--- config.mk ---
export PLATFORM = sky130hd
export DESIGN_NAME = date_history_store
export DESIGN_NICKNAME = d
export VERILOG_FILES = /design/src/rtl/date_hist_pkg.sv /design/src/rtl/date_hist_ram.sv /design/src/rtl/date_history_store.sv
export SDC_FILE = /design/constraint.sdc
export NUM_CORES = 1
export LEC_CHECK = 0
export BUFFER_PORTS_ARGS = -buffer_cell sky130_fd_sc_hd__buf_2
export CAP_MARGIN = 0
export CORE_MARGIN = 2
export CORE_UTILIZATION = 54
export DETAILED_ROUTE_END_ITERATION = 8
export PLACE_DENSITY_LB_ADDON = 0.3
export SLEW_MARGIN = 20
export SYNTH_ARGS = -nofsm -noshare
export SYNTH_HDL_FRONTEND = slang
export SYNTH_SLANG_ARGS = --single-unit
--- constraint.sdc ---
create_clock -name clk -period 3.6 [get_ports clk]
set_clock_uncertainty 0.15 [all_clocks]
set_input_delay 0.72 -clock clk [delete_from_list [all_inputs] [get_ports clk]]
set_output_delay 0.72 -clock clk [all_outputs]
set_load 0.01 [all_outputs]
--- src/rtl/date_hist_pkg.sv ---
// date_hist_pkg
// Shared definitions for the date history store: FSM state encoding, the
// default history depth, field offsets inside a packed 24-bit BCD date and
// a BCD digit check.
package date_hist_pkg;

    localparam int DEFAULT_DEPTH = 8;
    localparam int DATE_W        = 24;

    localparam int YEAR_LSB  = 16;
    localparam int MONTH_LSB = 8;
    localparam int DAY_LSB   = 0;

    typedef enum logic [2:0] {
        ST_IDLE    = 3'd0,
        ST_WRITE   = 3'd1,
        ST_RD_ADDR = 3'd2,
        ST_RD_DATA = 3'd3,
        ST_DONE    = 3'd4,
        ST_ERR     = 3'd5
    } state_t;

    function automatic logic is_bcd(input logic [3:0] nib);
        return (nib <= 4'd9);
    endfunction

endpackage

--- src/rtl/date_hist_ram.sv ---
// date_hist_ram
// DEPTH x DATE_W storage, one synchronous write port and one synchronous
// read port (one-cycle read latency). Contents are not reset.
// Ports:
//   clk      - system clock
//   we_i     - write enable
//   waddr_i  - write index
//   wdata_i  - write data
//   raddr_i  - read index, sampled every cycle
//   rdata_o  - registered read data
module date_hist_ram
    import date_hist_pkg::*;
#(
    parameter int DEPTH = DEFAULT_DEPTH,
    parameter int AW    = $clog2(DEPTH)
) (
    input  logic              clk,
    input  logic              we_i,
    input  logic [AW-1:0]     waddr_i,
    input  logic [DATE_W-1:0] wdata_i,
    input  logic [AW-1:0]     raddr_i,
    output logic [DATE_W-1:0] rdata_o
);

    logic [DATE_W-1:0] mem_q [DEPTH];

    always_ff @(posedge clk) begin
        if (we_i) begin
            mem_q[waddr_i] <= wdata_i;
        end
        rdata_o <= mem_q[raddr_i];
    end

endmodule

--- src/rtl/date_history_store.sv ---
// date_history_store
// Circular history of BCD date snapshots with indexed read-back.
// A record stores the current date at the write pointer; a read returns
// entry rd_sel counted back from the most recent one, delivered on datePast
// with a one-cycle rdDone pulse.
// Ports:
//   clk, rst                - clock, synchronous active-high reset
//   year1..day0             - current date, BCD nibbles
//   rec_req, rd_req, clr_req- one-cycle requests (clear > record > read)
//   rd_sel                  - read index, 0 = most recent
//   datePast, rdDone        - read result and its valid pulse
//   rd_err, rec_err         - rejected read / rejected record pulses
//   count                   - number of valid entries
//   busy                    - FSM not idle
//
// state      | meaning
// IDLE       | sampling requests
// WRITE      | writing captured date, advancing pointer/count
// RD_ADDR    | RAM address presented
// RD_DATA    | RAM output registered into datePast
// DONE       | rdDone pulse
// ERR        | rd_err pulse
module date_history_store
    import date_hist_pkg::*;
#(
    parameter int DEPTH = DEFAULT_DEPTH,
    parameter int AW    = $clog2(DEPTH)
) (
    input  logic              clk,
    input  logic              rst,
    input  logic [3:0]        year1,
    input  logic [3:0]        year0,
    input  logic [3:0]        month1,
    input  logic [3:0]        month0,
    input  logic [3:0]        day1,
    input  logic [3:0]        day0,
    input  logic              rec_req,
    input  logic              rd_req,
    input  logic [AW-1:0]     rd_sel,
    input  logic              clr_req,
    output logic [DATE_W-1:0] datePast,
    output logic              rdDone,
    output logic              rd_err,
    output logic              rec_err,
    output logic [AW:0]       count,
    output logic              busy
);

    localparam int CW = AW + 1;

    state_t            state_q;
    logic [AW-1:0]     wr_ptr_q;
    logic [AW-1:0]     rd_addr_q;
    logic [CW-1:0]     count_q;
    logic [DATE_W-1:0] wdata_q;
    logic [DATE_W-1:0] date_past_q;
    logic              rd_done_q;
    logic              rd_err_q;
    logic              rec_err_q;
    logic              busy_q;

    logic [DATE_W-1:0] cur_date;
    logic              cur_ok;
    logic [DATE_W-1:0] ram_rdata;

    assign cur_date = {year1, year0, month1, month0, day1, day0};
    assign cur_ok   = is_bcd(year1) && is_bcd(year0) && is_bcd(month1) &&
                      is_bcd(month0) && is_bcd(day1) && is_bcd(day0);

    date_hist_ram #(
        .DEPTH (DEPTH),
        .AW    (AW)
    ) u_ram (
        .clk     (clk),
        .we_i    (state_q == ST_WRITE),
        .waddr_i (wr_ptr_q),
        .wdata_i (wdata_q),
        .raddr_i (rd_addr_q),
        .rdata_o (ram_rdata)
    );

    always_ff @(posedge clk) begin
        if (rst) begin
            state_q     <= ST_IDLE;
            wr_ptr_q    <= '0;
            rd_addr_q   <= '0;
            count_q     <= '0;
            wdata_q     <= '0;
            date_past_q <= '0;
            rd_done_q   <= 1'b0;
            rd_err_q    <= 1'b0;
            rec_err_q   <= 1'b0;
            busy_q      <= 1'b0;
        end else begin
            // Pulse outputs default low; each is set only on the edge that
            // enters the cycle in which it should be visible.
            rd_done_q <= 1'b0;
            rd_err_q  <= 1'b0;
            rec_err_q <= 1'b0;
            case (state_q)
                ST_IDLE: begin
                    if (clr_req) begin
                        count_q  <= '0;
                        wr_ptr_q <= '0;
                    end else if (rec_req) begin
                        if (cur_ok) begin
                            wdata_q <= cur_date;
                            state_q <= ST_WRITE;
                            busy_q  <= 1'b1;
                        end else begin
                            rec_err_q <= 1'b1;
                        end
                    end else if (rd_req) begin
                        if ({1'b0, rd_sel} >= count_q) begin
                            rd_err_q <= 1'b1;
                            state_q  <= ST_ERR;
                        end else begin
                            // Newest entry sits one below the write pointer.
                            rd_addr_q <= wr_ptr_q - AW'(1) - rd_sel;
                            state_q   <= ST_RD_ADDR;
                        end
                        busy_q <= 1'b1;
                    end
                end
                ST_WRITE: begin
                    wr_ptr_q <= wr_ptr_q + AW'(1);
                    if (count_q != CW'(DEPTH)) begin
                        count_q <= count_q + CW'(1);
                    end
                    state_q <= ST_IDLE;
                    busy_q  <= 1'b0;
                end
                ST_RD_ADDR: begin
                    state_q <= ST_RD_DATA;
                end
                ST_RD_DATA: begin
                    date_past_q <= ram_rdata;
                    rd_done_q   <= 1'b1;
                    state_q     <= ST_DONE;
                end
                ST_DONE, ST_ERR: begin
                    state_q <= ST_IDLE;
                    busy_q  <= 1'b0;
                end
                default: begin
                    state_q <= ST_IDLE;
                    busy_q  <= 1'b0;
                end
            endcase
        end
    end

    assign datePast = date_past_q;
    assign rdDone   = rd_done_q;
    assign rd_err   = rd_err_q;
    assign rec_err  = rec_err_q;
    assign count    = count_q;
    assign busy     = busy_q;

endmodule

### After elaboration in Yosys (flattened, before gate mapping)

Memories as Yosys holds them, arrays and structs flattened. A register that Yosys moved wholly into a read port is not among the register bits.
Cells that the tools add are included.

| word-level totals | value |
|---|---|
| register bits after elaboration | 65 |
| RAM bits | 192 |
| bits of input ports | 32 |
| output and inout port bits | 32 |
| logic and storage cells | 74 |
| memories | 1 |

| cells by class | value |
|---|---|
| add/sub/neg operators | 4 |
| $lt $le $gt $ge | 7 |
| equal/unequal tests | 9 |
| muxes and demuxes | 21 |
| bitwise operators | 6 |
| reductions and logical operators | 16 |

Memories:

| name | depth | width | rd ports | clocked after memory_dff | write ports | RTL line | RTL |
|---|---|---|---|---|---|---|---|
| u_ram.mem_q | 8 | 24 | 1 | 1 | 1 | date_hist_ram.sv:25 | `logic [DATE_W-1:0] mem_q [DEPTH];` |

Operators by type and width:

| kind | count |
|---|---|
| 4-bit <= comparator (second input constant) | 6 |
| 3-bit 2-to-1 mux | 6 |
| 1-bit 2-to-1 mux | 9 |
| 3-bit one-hot mux with 3 select lines | 1 |
| 4-bit 2-to-1 mux | 2 |
| 4-bit one-hot mux with 2 select lines | 1 |
| 4-bit AND reduction | 2 |
| 3-bit by 2-bit == test with 1-bit output (second input constant) | 2 |
| 2-bit inequality test (second input constant) | 3 |
| 3-bit inequality test (second input constant) | 2 |
| 1-bit NOT | 6 |
| 3-bit one-hot mux with 2 select lines | 1 |
| 3-bit AND reduction | 2 |
| 1-bit logical AND | 5 |
| 5-bit AND reduction | 1 |
| 5-bit OR reduction | 1 |
| 4-bit by 1-bit adder with 4-bit output (second input constant) | 1 |
| 3-bit by 4-bit greater-or-equal comparator with 1-bit output | 1 |
| 4-bit inequality test (second input constant) | 1 |
| 4-bit OR reduction | 1 |
| 3-bit by 1-bit adder with 3-bit output (second input constant) | 1 |
| 3-bit by 1-bit == test with 1-bit output (second input constant) | 1 |
| 3-bit zero test | 1 |
| 3-bit by 1-bit subtractor with 3-bit output (second input constant) | 1 |
| other kinds (5) | 5 |

### Depth between registers and ports, before layout

| depth | value |
|---|---|
| word-level depth | 10 |
| depth in mapped cells | 7 |
| depth with buffers taken out | 7 |

### Hierarchy

A second synthesis with hierarchy kept.

| second synthesis, totals | value |
|---|---|
| cell total of the unflattened synthesis | 640 |
| area total of the unflattened synthesis | 10,721.5 um^2 |

By module, submodules not included:

| module | times used | cells an instance | area an instance (um^2) | seq. area each (um^2) |
|---|---|---|---|---|
| date_hist_ram | 1 | 314 | 7,810.0 | 6,246.0 |
| date_history_store | 1 | 326 | 2,911.5 | 1,301.2 |

### Worst setup path after synthesis

OpenSTA, ideal clock, no wires.

| path | value |
|---|---|
| kind | register to register |
| start point | register state_q[1] |
| end point | memory u_ram.mem_q[0][0] (enable) |
| library setup time | 0.466 ns |
| data arrival time | 3.368 ns |
| required time | 2.984 ns |
| setup slack | -0.384 ns |
| stages on the path, launching flop included | 5 |
| path buffers | 2 |
| clock period less this slack | 3.984 ns |
| cell sequence | dfxtp_1 > buf_2 > or3b_2 > clkbuf_1 > nor4_1 |

| between the ends | value |
|---|---|
| word-level cells in the longest chain between the ends | 3 |

Ends and longest elaborated chain:

| item | RTL line | RTL |
|---|---|---|
| start, declared | date_history_store.sv:51 | `state_t state_q;` |
| start signal, assigned | date_history_store.sv:84 | `state_q <= ST_IDLE;` |
| start signal, assigned | date_history_store.sv:108 | `state_q <= ST_WRITE;` |
| start signal, assigned | date_history_store.sv:116 | `state_q <= ST_ERR;` |
| 3-bit by 1-bit == test with 1-bit output | date_history_store.sv:75 | `.we_i (state_q == ST_WRITE),` |
| 1-bit 2-to-1 mux | date_hist_ram.sv:28 | `if (we_i) begin` |
| 1-bit 2-to-1 mux (implied by the code) | date_hist_ram.sv:29 | `mem_q[waddr_i] <= wdata_i;` |
| end, declared | date_hist_ram.sv:25 |  |

No other way between the ends.

### Worst setup path in the final report

| path | value |
|---|---|
| start point | register state_q[0] |
| end point | memory u_ram.mem_q[4][23] (enable) |

Same word-level chain as after synthesis.

==> impl_metrics.tcl <==
set metrics [dict create \
    rr_startpoint "state_q[0]" \
    grt_antenna_before_repair 0 \
    syn-num-nets 681 \
    track_usage 0.206 \
    synth_sequential_area_ratio 0.711 \
    timing.setup.tns_ps 0 \
    layout-drive-gt1-share 0.286 \
    route.vias.total 5596 \
    post-layout-total-power_mw 6.76 \
    initial_standard_cell_utilization_of_the_core 0.547 \
    routed_wirelength_mm 20.8 \
    r2r-end "u_ram.mem_q[4][23]" \
    max_freq_ghz 0.396 \
    netlist_instances 641 \
    cp_data_required_time_ps 3670 \
    floorplan.die.height_um 144 \
    power.internal_mw 5.43 \
    ir_worst_vdd_uv 427 \
    area_growth_pct 15.7 \
    gr-max-usage-layer "met2" \
    critical_path_buf_inv_count 1 \
    final_nets 755 \
    synth.distinct_cells 43 \
    clk_pin_slew_worst_paths_ps 70 \
    synth_flop_cell "sky130_fd_sc_hd__edfxtp_1" \
    clock_insertion_delay_worst_skew_ps 550 \
    finalSetupViolCount 0 \
    numCtsBuffers 28 \
    ant_nets 0 \
    synth_compound_area_frac 0.0260 \
    ctsHoldBuffers 0 \
    dieWidth_um 144 \
    seq_power_share 0.521 \
    worstSetupStartpointType "flip-flop" \
    power.switching_mw 1.33 \
    leakage_nw 3.70 \
    critPathCapture "u_ram.mem_q[4][23]" \
    met1_track_usage_gr 0.273 \
    dieArea_sq_um 20800 \
    clock_sink_count 281 \
    max_slew.worst_pin.slew_ps 842 \
    dr.first_iter.drc_count 419 \
    postSynthRegisterBits 281 \
    critical_path_class "flip-flop to flip-flop" \
    synth_edf_count 192 \
    timing.critical_path.from "state_q[0]" \
    combPwrFrac 0.034 \
    outcome "finished, final reports clean" \
    post_synth_main_area_contributors "sky130_fd_sc_hd__edfxtp_1, sky130_fd_sc_hd__dfxtp_1, sky130_fd_sc_hd__mux4_2" \
    largest_net_degree_at_the_start_of_global_routing 47 \
    cts_buffer_depth 3 \
    crit_slowest_cell "sky130_fd_sc_hd__dfxtp_1" \
    floorplan.core_area_sq_um 19400 \
    final_min_period_over_clock_period 0.701 \
    area.sequential_sq_um 7550 \
    worst_hold_class "flip-flop to flip-flop" \
    boundaryPins 64 \
    slew_headroom 0.439 \
    viasPerCell 5.58 \
    synth_top_cell_by_area "sky130_fd_sc_hd__edfxtp_1" \
    cp_max_fo 20 \
    first_pass_grt_wire_length_mm 31.9 \
    worst_path_largest_cell_delay_ps 530 \
    cts_htree_levels 1 \
    max_cap_viols 0 \
    r2r_cells 4 \
    multi_input_comb_area_sq_um 2920 \
    clkPwrFrac 0.446 \
    met3_usage_grt 0.0344 \
    port_buffers 63 \
    yosys-mux-area-fraction 0.153 \
    worst_setup_end_kind "flip-flop" \
    cp.arrival_ps 2600 \
    synth.cell_area_sq_um 10600 \
    route.detailed.wl_per_inst_um 20.7 \
    finalWorstPathRequiredPeriod_ps 2520 \
    num_rows 51 \
    ctsResizeCount 0 \
    critical_path_depth 4 \
    sequence_of_cells_on_the_critical_path "nor3b_2 > nand2_1 > nor3_2 > buf_12" \
    ys_async_sr_fraction 0 \
    grt_pass1_vias 5813 \
    post-cts-setup-buffer-count 0 \
    synth_xor_area_frac 0.00165 \
    synth_top_cell_area_share 0.543 \
    yosys_warnings 0 \
    synth-simple-area-share 0.0798 \
    cts_tree "built" \
    cts-root-buf "sky130_fd_sc_hd__clkbuf_16" \
    synth-adder-area-share 0.0101 \
    critical-path-top-delay-family "simple AND/OR/NAND/NOR gates" \
    switching_share 0.197 \
    cellPowerDensity_nw_per_um2 550 \
    drt_pass_1_iters 4 \
    worst-r2r-setup-slack_ps 1080 \
    antennaDiodeCount 0 \
    hold_violations 0 \
    gp_congestion 0.708 \
    filler_cell_count 1379 \
    dp_hpwl_mm 11.9 \
    combinational_family_with_the_most_area_after_synthesis "multiplexers" \
    grt_setup_unrepaired "no" \
    syn_avg_cell_area_sq_um 16.6 \
    route.detailed.drc 0 \
    final-max-slew-violation-count 0 \
    global_route.overflow_total 0 \
    grt_util_met2 0.356 \
]
==> power groups by stage <==
stage | combinational [mW] | sequential, mW | clock (mW)
after floorplan | 0.162 | 3.57 | 0
after global placement | 0.221 | 3.59 | 0
after detailed placement | 0.229 | 3.59 | 0
after CTS | 0.231 | 3.52 | 3.05
after global routing | 0.247 | 3.52 | 3.19
final | 0.227 | 3.52 | 3.01
==> logic make-up (layout without fill, tap and decap cells) <==
group | Yosys count | in the layout
DFF | 281 | 281
adders and majority gates | 8 | 8
xor gates and xnor gates | 2 | 2
buffers and inverters | 43 | 139
and+or+nand+nor | 157 | 157
muxes | 99 | 99
AOI/OAI and AO/OA | 51 | 51
==> Yosys cell counts (3+ instances only) <==
cell type                    n
sky130_fd_sc_hd__nand2b_1   56
sky130_fd_sc_hd__nor3_1      6
sky130_fd_sc_hd__nor4_1      4
sky130_fd_sc_hd__nand2_1    57
sky130_fd_sc_hd__mux2i_1    26
sky130_fd_sc_hd__buf_1       4
sky130_fd_sc_hd__or3_1       3
sky130_fd_sc_hd__a21oi_1    32
sky130_fd_sc_hd__o21ai_0    11
sky130_fd_sc_hd__dfxtp_1    89
sky130_fd_sc_hd__mux2_2     25
sky130_fd_sc_hd__buf_2       5
sky130_fd_sc_hd__edfxtp_1  192
sky130_fd_sc_hd__inv_1       8
sky130_fd_sc_hd__ha_1        7
sky130_fd_sc_hd__buf_6       3
sky130_fd_sc_hd__mux4_2     48
sky130_fd_sc_hd__clkbuf_1   21
sky130_fd_sc_hd__nor2_1     14
==> how the worst min path moves through the flow <==
| stage | start | endpoint | cells past startpoint |
|---|---|---|---|
| detailed placement | u_ram.rdata_o[20] | datePast[20] | 2 |
| global placement | u_ram.rdata_o[19] | datePast[19] | 2 |
| finish | u_ram.rdata_o[8] | datePast[8] | 2 |
| global route | u_ram.rdata_o[0] | datePast[0] | 2 |
| floorplan | u_ram.rdata_o[0] | datePast[0] | 2 |
| CTS | u_ram.rdata_o[21] | datePast[21] | 2 |
==> registers in the layout, summed over array words and instances, names as in the netlist <==
signal         count
u_ram.rdata_o     24
rdDone             1
wr_ptr_q           3
wdata_q           24
busy               1
state_q            3
count              4
u_ram.mem_q      192
datePast          24
rd_err             1
rec_err            1
rd_addr_q          3
==> layout by cell type (no fill, tap or decap), types with 2 or more instances in the layout <==
master / count
sky130_fd_sc_hd__a211oi_1: 2
sky130_fd_sc_hd__a21oi_1: 32
sky130_fd_sc_hd__buf_12: 4
sky130_fd_sc_hd__buf_2: 63
sky130_fd_sc_hd__buf_4: 12
sky130_fd_sc_hd__bufinv_16: 5
sky130_fd_sc_hd__clkbuf_1: 7
sky130_fd_sc_hd__clkbuf_16: 28
sky130_fd_sc_hd__clkbuf_8: 2
sky130_fd_sc_hd__clkinv_1: 4
sky130_fd_sc_hd__clkinv_2: 3
sky130_fd_sc_hd__clkinvlp_4: 2
sky130_fd_sc_hd__dfxtp_1: 86
sky130_fd_sc_hd__dfxtp_2: 2
sky130_fd_sc_hd__edfxtp_1: 192
sky130_fd_sc_hd__ha_1: 7
sky130_fd_sc_hd__inv_1: 8
sky130_fd_sc_hd__mux2_2: 25
sky130_fd_sc_hd__mux2i_1: 26
sky130_fd_sc_hd__mux4_2: 48
sky130_fd_sc_hd__nand2_1: 57
sky130_fd_sc_hd__nand2b_1: 56
sky130_fd_sc_hd__nand3_1: 2
sky130_fd_sc_hd__nand3b_1: 2
sky130_fd_sc_hd__nor2_1: 10
sky130_fd_sc_hd__nor2_2: 4
sky130_fd_sc_hd__nor3_1: 2
sky130_fd_sc_hd__nor3_2: 4
sky130_fd_sc_hd__nor3b_1: 2
sky130_fd_sc_hd__nor4_1: 3
sky130_fd_sc_hd__o21ai_0: 11
sky130_fd_sc_hd__or3_1: 3
sky130_fd_sc_hd__xnor2_1: 2
==> area by class of cell <==
type	count	area share
flip-flops and latches	281	0.615
repair buffers	79	0.0395
clock inverters	15	0.0172
well taps	265	0.0270
multi-input cells	317	0.237
inverters	8	0.00244
clock buffers	37	0.0614
==> worst reg2reg max path, delay by kind of cell, from the launching register on <==
family | cells | cell delay [ps]
flops | 1 | 530
buf+inv | 1 | 270
simple gates | 3 | 1260
==> layer usage <==
layer,part of all wire,vias up
li1,-,2566
met1,0.42,2830
met2,0.51,169
met3,0.054,31
met4,0.017,0
met5,0,-
==> per-stage QoR <==
stage                     hold slack, ps  worst slack [ps]  cells  cell area (sq um)  utilization
after floorplan                      267               237    641              10600            -
after global placement               272               867    950              11300        0.583
after detailed placement             278               737    950              11300        0.583
after CTS                            277              1090   1002              12300        0.633
after global routing                 295               924   1002              12300        0.633
final                                279              1080   1002              12300        0.633
Note: power is estimated with default switching activity, not from simulation.
